## src/rtl/clk_enable_gen_if.sv

```systemverilog
// Control and status bundle for clk_enable_gen: divisor load, mode, step request,
// and the enable pulse with its pulse counter and blink phase.
interface clk_enable_gen_if #(
  parameter int CNT_WIDTH   = 21,
  parameter int COUNT_WIDTH = 16
);
  logic                   div_load;
  logic [CNT_WIDTH-1:0]   div_value;
  logic [1:0]             mode;
  logic                   step_req;
  logic                   ce;
  logic [COUNT_WIDTH-1:0] ce_count;
  logic                   phase;

  modport master (
    output div_load, div_value, mode, step_req,
    input  ce, ce_count, phase
  );

  modport slave (
    input  div_load, div_value, mode, step_req,
    output ce, ce_count, phase
  );
endinterface

```

## src/rtl/clk_enable_gen.sv

```systemverilog
// Programmable clock-enable generator: one-cycle ce pulse every div_reg+1 clk
// cycles in run mode, frozen in halt, one pulse per step_req rising edge in step mode.
module clk_enable_gen #(
  parameter int          CNT_WIDTH   = 21,
  parameter int unsigned RESET_DIV   = 1048575,
  parameter int          COUNT_WIDTH = 16
) (
  input  logic             clk,
  input  logic             reset,
  clk_enable_gen_if.slave  bus
);
  typedef enum logic [1:0] {
    MODE_RUN  = 2'b00,
    MODE_HALT = 2'b01,
    MODE_STEP = 2'b10,
    MODE_RSVD = 2'b11
  } mode_e;

  localparam logic [CNT_WIDTH-1:0] RESET_DIV_V = CNT_WIDTH'(RESET_DIV);

  logic [CNT_WIDTH-1:0]   cnt_reg, cnt_next;
  logic [CNT_WIDTH-1:0]   div_reg, div_next;
  logic                   step_q_reg;
  logic                   ce_reg, ce_next;
  logic [COUNT_WIDTH-1:0] ce_count_reg, ce_count_next;
  logic                   phase_reg, phase_next;
  mode_e                  mode_cur;

  assign mode_cur = mode_e'(bus.mode);

  always_comb begin
    cnt_next      = cnt_reg;
    div_next      = div_reg;
    ce_next       = 1'b0;
    if (bus.div_load) begin
      // A load restarts the period and suppresses any pulse due this cycle.
      div_next = bus.div_value;
      cnt_next = '0;
    end else begin
      case (mode_cur)
        MODE_RUN: begin
          if (cnt_reg == div_reg) begin
            cnt_next = '0;
            ce_next  = 1'b1;
          end else begin
            cnt_next = cnt_reg + CNT_WIDTH'(1);
          end
        end
        MODE_STEP: begin
          cnt_next = '0;
          ce_next  = bus.step_req & ~step_q_reg;
        end
        default: begin
          cnt_next = cnt_reg;
        end
      endcase
    end
    ce_count_next = ce_count_reg + {{(COUNT_WIDTH-1){1'b0}}, ce_next};
    phase_next    = phase_reg ^ ce_next;
  end

  always_ff @(posedge clk) begin
    if (reset) begin
      cnt_reg      <= '0;
      div_reg      <= RESET_DIV_V;
      step_q_reg   <= 1'b0;
      ce_reg       <= 1'b0;
      ce_count_reg <= '0;
      phase_reg    <= 1'b0;
    end else begin
      cnt_reg      <= cnt_next;
      div_reg      <= div_next;
      // Edge detector history follows step_req in every mode.
      step_q_reg   <= bus.step_req;
      ce_reg       <= ce_next;
      ce_count_reg <= ce_count_next;
      phase_reg    <= phase_next;
    end
  end

  assign bus.ce       = ce_reg;
  assign bus.ce_count = ce_count_reg;
  assign bus.phase    = phase_reg;
endmodule

```

## src/flat_wrapper.sv

```systemverilog
// flat-port wrapper written by rule: the top's interface ports become plain ports
module clk_enable_gen_flat 
#(
  parameter int          CNT_WIDTH   = 21,
  parameter int unsigned RESET_DIV   = 1048575,
  parameter int          COUNT_WIDTH = 16
)
  (clk, reset, bus_div_load, bus_div_value, bus_mode, bus_step_req, bus_ce, bus_ce_count, bus_phase);
  clk_enable_gen_if #(.CNT_WIDTH(CNT_WIDTH), .COUNT_WIDTH(COUNT_WIDTH)) bus_i ();
  input  logic clk;
  input  logic reset;
  input wire logic [$bits(bus_i.div_load)-1:0] bus_div_load;
  input wire logic [$bits(bus_i.div_value)-1:0] bus_div_value;
  input wire logic [$bits(bus_i.mode)-1:0] bus_mode;
  input wire logic [$bits(bus_i.step_req)-1:0] bus_step_req;
  output wire logic [$bits(bus_i.ce)-1:0] bus_ce;
  output wire logic [$bits(bus_i.ce_count)-1:0] bus_ce_count;
  output wire logic [$bits(bus_i.phase)-1:0] bus_phase;
  assign bus_i.div_load = bus_div_load;
  assign bus_i.div_value = bus_div_value;
  assign bus_i.mode = bus_mode;
  assign bus_i.step_req = bus_step_req;
  assign bus_ce = bus_i.ce;
  assign bus_ce_count = bus_i.ce_count;
  assign bus_phase = bus_i.phase;
  clk_enable_gen #(.CNT_WIDTH(CNT_WIDTH), .RESET_DIV(RESET_DIV), .COUNT_WIDTH(COUNT_WIDTH)) u_core (.clk(clk), .reset(reset), .bus(bus_i));
endmodule
```

## config.mk

```make
export PLATFORM = sky130hd
export DESIGN_NAME = clk_enable_gen_flat
export DESIGN_NICKNAME = d
export VERILOG_FILES = /design/src/rtl/clk_enable_gen_if.sv /design/src/rtl/clk_enable_gen.sv /design/src/flat_wrapper.sv
export SDC_FILE = /design/constraint.sdc
export NUM_CORES = 1
export LEC_CHECK = 0
export ABC_AREA = 1
export CORE_MARGIN = 4
export CORE_UTILIZATION = 60
export DETAILED_ROUTE_END_ITERATION = 6
export DONT_BUFFER_PORTS = 1
export HOLD_SLACK_MARGIN = 0.05
export PLACE_DENSITY = 0.85
export SYNTH_ARGS = -nofsm -noshare
export SYNTH_HDL_FRONTEND = slang
export SYNTH_SLANG_ARGS = --single-unit
export TNS_END_PERCENT = 20
```

## constraint.sdc

```tcl
create_clock -name clk -period 2.7 [get_ports clk]
set_clock_uncertainty 0.1 [all_clocks]
set_input_delay 0.54 -clock clk [delete_from_list [all_inputs] [get_ports clk]]
set_output_delay 0.54 -clock clk [all_outputs]
set_load 0.01 [all_outputs]
```

-- Word-level counts from Yosys, hierarchy flattened
Index checks and enable logic that the tools add are counted.
- register bits after elaboration: 61
- latch bits: 0
- memory bits (writable): 0
- bits in read-only memories: 0
- bits of input ports: 27
- output and inout bits: 18
- logic and storage cells: 21
- memories: 0
- add/sub/neg operators: 2
- $mul: 0
- divide/modulo/power cells: 0
- order comparisons: 0
- equal/unequal tests: 2
- shift operators: 0
- mux-type cells: 5
- bitwise logic cells: 3
- reduce and logical (&&, ||, !) cells: 3
- operators with widths (operator ; count):
    $pmux W21 S2 ; 1
    $add A21 B1 Y21 const B ; 1
    $eq A21 B21 Y1 ; 1
    $mux W21 ; 1
    $add A16 B1 Y16 ; 1
    $eq A2 B2 Y1 const B ; 1
    $logic_not A2 Y1 ; 1
    $mux W1 ; 2
    $pmux W1 S2 ; 1
    $reduce_bool A2 Y1 ; 1
    $reduce_or A2 Y1 ; 1
    $and A1 B1 Y1 ; 1
    $not A1 Y1 ; 1
    $xor A1 B1 Y1 ; 1

-- Longest topological paths before layout
- word-level depth: 5
- gate-level depth with buffers: 22
- mapped depth without buffers: 22

-- Worst setup path after synthesis
No wires, ideal clock.
- path kind: register to register
- start: reg u_core.cnt_reg[10]
- end: reg u_core.ce_count_reg[14] (netlist: u_core.bus.ce_count[14])
- data arrival time: 2.295 ns
- path slack: 0.188 ns
- stages on the path, launching flop included: 22
- buffers on the path: 0
- period minus slack after synthesis: 2.512 ns
- path through: dfxtp_1 -> inv_1 -> nand2_1 -> nand2_1 -> nor2_1 -> nand2_1 -> nor2_1 -> nand3_1 -> nand2_1 -> nand2_1 -> inv_1 -> ha_1 -> ha_1 -> nand2_1 -> nor2_1 -> nand2_1 -> nor2_1 -> nand2_1 -> nor2_2 -> nand3_2 -> o21ai_0 -> nor2_1
- longest elaborated chain between the ends: 5
- ends and longest elaborated chain (item ; line ; text):
    start: declaration ; clk_enable_gen.sv:21 ; logic [CNT_WIDTH-1:0] cnt_reg, cnt_next;
    start signal: assignment ; clk_enable_gen.sv:71 ; cnt_reg <= cnt_next;
    $eq A21 B21 Y1 ; clk_enable_gen.sv:42 ; if (cnt_reg == div_reg) begin
    $mux W1 ; clk_enable_gen.sv:42 ;
    $pmux W1 S2 ; clk_enable_gen.sv:40 ; case (mode_cur)
    $mux W1 ; clk_enable_gen.sv:35 ; if (bus.div_load) begin
    via u_core.ce_next ; clk_enable_gen.sv:24 ; logic ce_reg, ce_next;
    $add A16 B1 Y16 ; clk_enable_gen.sv:58 ; ce_count_next = ce_count_reg + {{(COUNT_WIDTH-1){1'b0}}, ce_next};
    end signal: assignment ; clk_enable_gen.sv:76 ; ce_count_reg <= ce_count_next;
    end: declaration ; clk_enable_gen.sv:25 ; logic [COUNT_WIDTH-1:0] ce_count_reg, ce_count_next;
The timed path passes the listed nets, and every way through them passes these cells.
A chain may end at the register's enable or synchronous reset.

-- Worst setup path in the final report
- start: reg u_core.cnt_reg[10]
- end: reg u_core.ce_count_reg[12] (netlist: u_core.bus.ce_count[12])
Same word-level chain as after synthesis.

==> results.md <==
* Ant. Diodes at 0
* Synth-to-Final Area Change at 17.3%
* Netlist cell types at 26
* Sinks on Clock Net at 61
* Number of global-route vias before repair at 2526
* Worst reg-to-reg path cell count at 21
* Status: finished, final reports clean
* Hold path depth at 1
* Cts hold-fix bufs at 0
* Drt pass-1 iters at 4
* Fin. max-slew vios at 0
* 1st-iter DRT viols at 166
* Hold Fails Final Rpt at 0
* Via/cell ratio at 5.20
* Initial antenna violation count at 0
* Static leakage at 0.00147 uW
* CTS Buffer Depth at 2
* Post-Syn Nets at 463
* Starting density of the core at 61.9%
* Layout cells sized above 1 at 19.2%
* Arr. time, crit path at 2.70 ns
* Ports at 45
* Most frequent cells in the layout: nand2_1, inv_1, nor2_1
* PD cells at 519 mW/mm^2
* WP data required at 2.84 ns
* Gr usage total at 23.0%
* Post-synthesis cell count at 433
* Min-Delay Path Class: input port to register
* NumNets Final at 481
* Clock power frac at 42.4%
* Global route hottest layer: met2
* Grt met3 use at 9.40%
* Clock Latency Late Sink at 0.34 ns
* Final Hold Slack at 0.164 ns
* Die ar. at 0.00605 sq mm
* CP max stage cell: dfxtp_4
* Total number of vias at 2711
* Worst Hold Launch: reset
* Core footprint at 0.00472 sq mm
* Crit. End Element: register
* Mapped cell area at 0.00292 sq mm
* Switch share at 22.5%
* IO Port Bufs at 0
* Met1 Usage GRT at 25.6%
* R2r endpoint: u_core.bus.ce_count[12]
* Die height at 77.8 um
* CTS tree: built
* Sequential element share of the synthesized area at 41.8%
* DIE WIDTH at 77.8 um
* Max Cap Violations at 0
* NetSw at 401 uW
* Routed Antenna Nets at 0
* Slew HR at 68.4%
* Htree depth at 3
* Comb pwr share at 4.8%
* CTS buffer count at 9
* Critical path's most frequent cell: nand2_2
* Yosys top cell by area: dfxtp_1
* Final setup viols at 0
* Fmax at 0.391 GHz
* Worst Hold End: u_core.bus.ce_count[0]
* Critical path startpoint category: register
* Post-route minimum period at 2.56 ns
* Cell Area, Placed at 0.00303 sq mm
* Reg2reg start: u_core.cnt_reg[10]
* Worst R2R Setup Slack at 0.14 ns
* First-pass GRT wire length at 10900 um
* WS Path Type: register to register
* Gp weighted congestion at 0.939
* Syn Area/Cell at 6.75 sq um
* Commonest non-fill, non-tap cell in the layout: nand2_1
* Largest net degree at the start of global routing at 40
* Seq cells post-synth at 61
* Average routed wire per standard cell at 12.8 um
* Post-DP HPWL at 4560 um
* Clk slew on worst S/H paths at 0.06 ns
* Slowest stage delay, CP at 0.35 ns
* Final period util at 94.8%
* Seq pwr share at 52.8%
* Crit-path max FO at 4
* Final Instance Area at 0.00343 sq mm
* Met2 Track Usage GR at 37.8%
* CP Cell Sequence: inv_1 > nand2_1 > nand2_1 > nor2_2 > nand2_1 > nor2_1 > nand3_1 > nand2_2 > nand2_2 > inv_2 > ha_4 > ha_4 > nand2_4 > nor2_4 > nand2_2 > nor2_4 > nand2_2 > nor2_4 > nand3_4 > o21ai_2 > a21oi_2
* Top cell type's share of synthesized area at 41.8%
* Drt drc at 0
* Pint at 1380 uW
* VDD IR-drop max at 0.397 mV
* Root Driver: clkbuf_8
* Row Count at 25
* Grt ovf at 0
* Yosys warnings at 0
* Final wirelength at 6660 um
* Ranking of synthesized cells by area: dfxtp_1, nand2_1, inv_1
* Actual slew at the worst max-slew pin at 0.473 ns
layout make-up:
type | count | area (sq um)
Sequential cell | 61 | 1250
Multi-Input combinational cell | 295 | 1530
Fill cell | 362 | 1300
Tap cell | 67 | 83.8
Inverter | 66 | 248
Clock inverter | 1 | 5.00
Timing Repair Buffer | 18 | 135
Clock buffer | 13 | 179
synth_stat cells (all sizes together):
library cell    n
nand2         115
nor2           67
inv            66
dfxtp          61
o21ai          29
a21oi          28
nand3          18
xor2           15
nor3           10
clkbuf          7
buf             4
nand4           4
ha              3
nor4            2
xnor2           2
o21a            1
or2             1
per-layer routing:
layer	wire, um	part of all wire (%)
met1	2690	40
met2	3290	49
met3	436	6.5
met4	234	3.5
met5	0	0
what timing repair did:
item,in CTS,in global routing
setup endpoints to repair,3,8
resized for setup,14,42
setup buffers,2,6
pin swaps,7,22
power groups by stage:
stage / Sequential, uW / Combinational [uW] / Clock, uW
detailed placement: 961 / 80.4 / 0
global placement: 960 / 77.6 / 0
global route: 941 / 101 / 812
CTS: 940 / 81.5 / 762
finish: 939 / 85.0 / 755
floorplan: 956 / 79.3 / 0
per-stage QoR:
step | instances | TNS [ns] | power [uW] | worst slack, ns | utilization, %
floorplan | 433 | 0 | 1040 | 0.188 | -
global placement | 499 | -0.0377 | 1040 | -0.0229 | 64.1
detailed placement | 499 | -0.382 | 1040 | -0.167 | 64.1
CTS | 515 | 0 | 1780 | 0.00354 | 68.8
global route | 521 | -0.564 | 1850 | -0.113 | 72.6
finish | 521 | 0 | 1780 | 0.140 | 72.6
cells by family (layout without fill, tap and decap cells):
family / Yosys count / count (layout) / share of synthesized area, %
DFF: 61 / 61 / 41.8
AOI/OAI and AO/OA: 58 / 58 / 10.1
and+or+nand+nor: 217 / 217 / 31.4
adders and majority gates: 3 / 3 / 1.28
buffers and inverters: 77 / 98 / 10.2
xor gates and xnor gates: 17 / 17 / 5.10
how the worst max path moves through the flow:
stage / from / endpoint / slack (ns) / depth (start not counted)
floorplan: u_core.cnt_reg[10] / u_core.bus.ce_count[14] / 0.19 / 21
global placement: u_core.cnt_reg[10] / u_core.bus.ce_count[14] / -0.02 / 21
detailed placement: u_core.cnt_reg[10] / u_core.bus.ce_count[14] / -0.17 / 21
CTS: u_core.cnt_reg[10] / u_core.bus.ce_count[14] / 0.004 / 21
global route: u_core.cnt_reg[1] / u_core.bus.ce_count[15] / -0.11 / 21
finish: u_core.cnt_reg[10] / u_core.bus.ce_count[12] / 0.14 / 21
worst max-delay path, delay by kind of cell (launching register included):
family | cells | cell delay (ns)
adders and majority gates | 2 | 0.30
AOI/OAI and AO/OA | 2 | 0.21
and+or+nand+nor | 15 | 1.36
DFF | 1 | 0.35
buffers and inverters | 2 | 0.11
No activity file was read; power rests on OpenSTA's default activity.
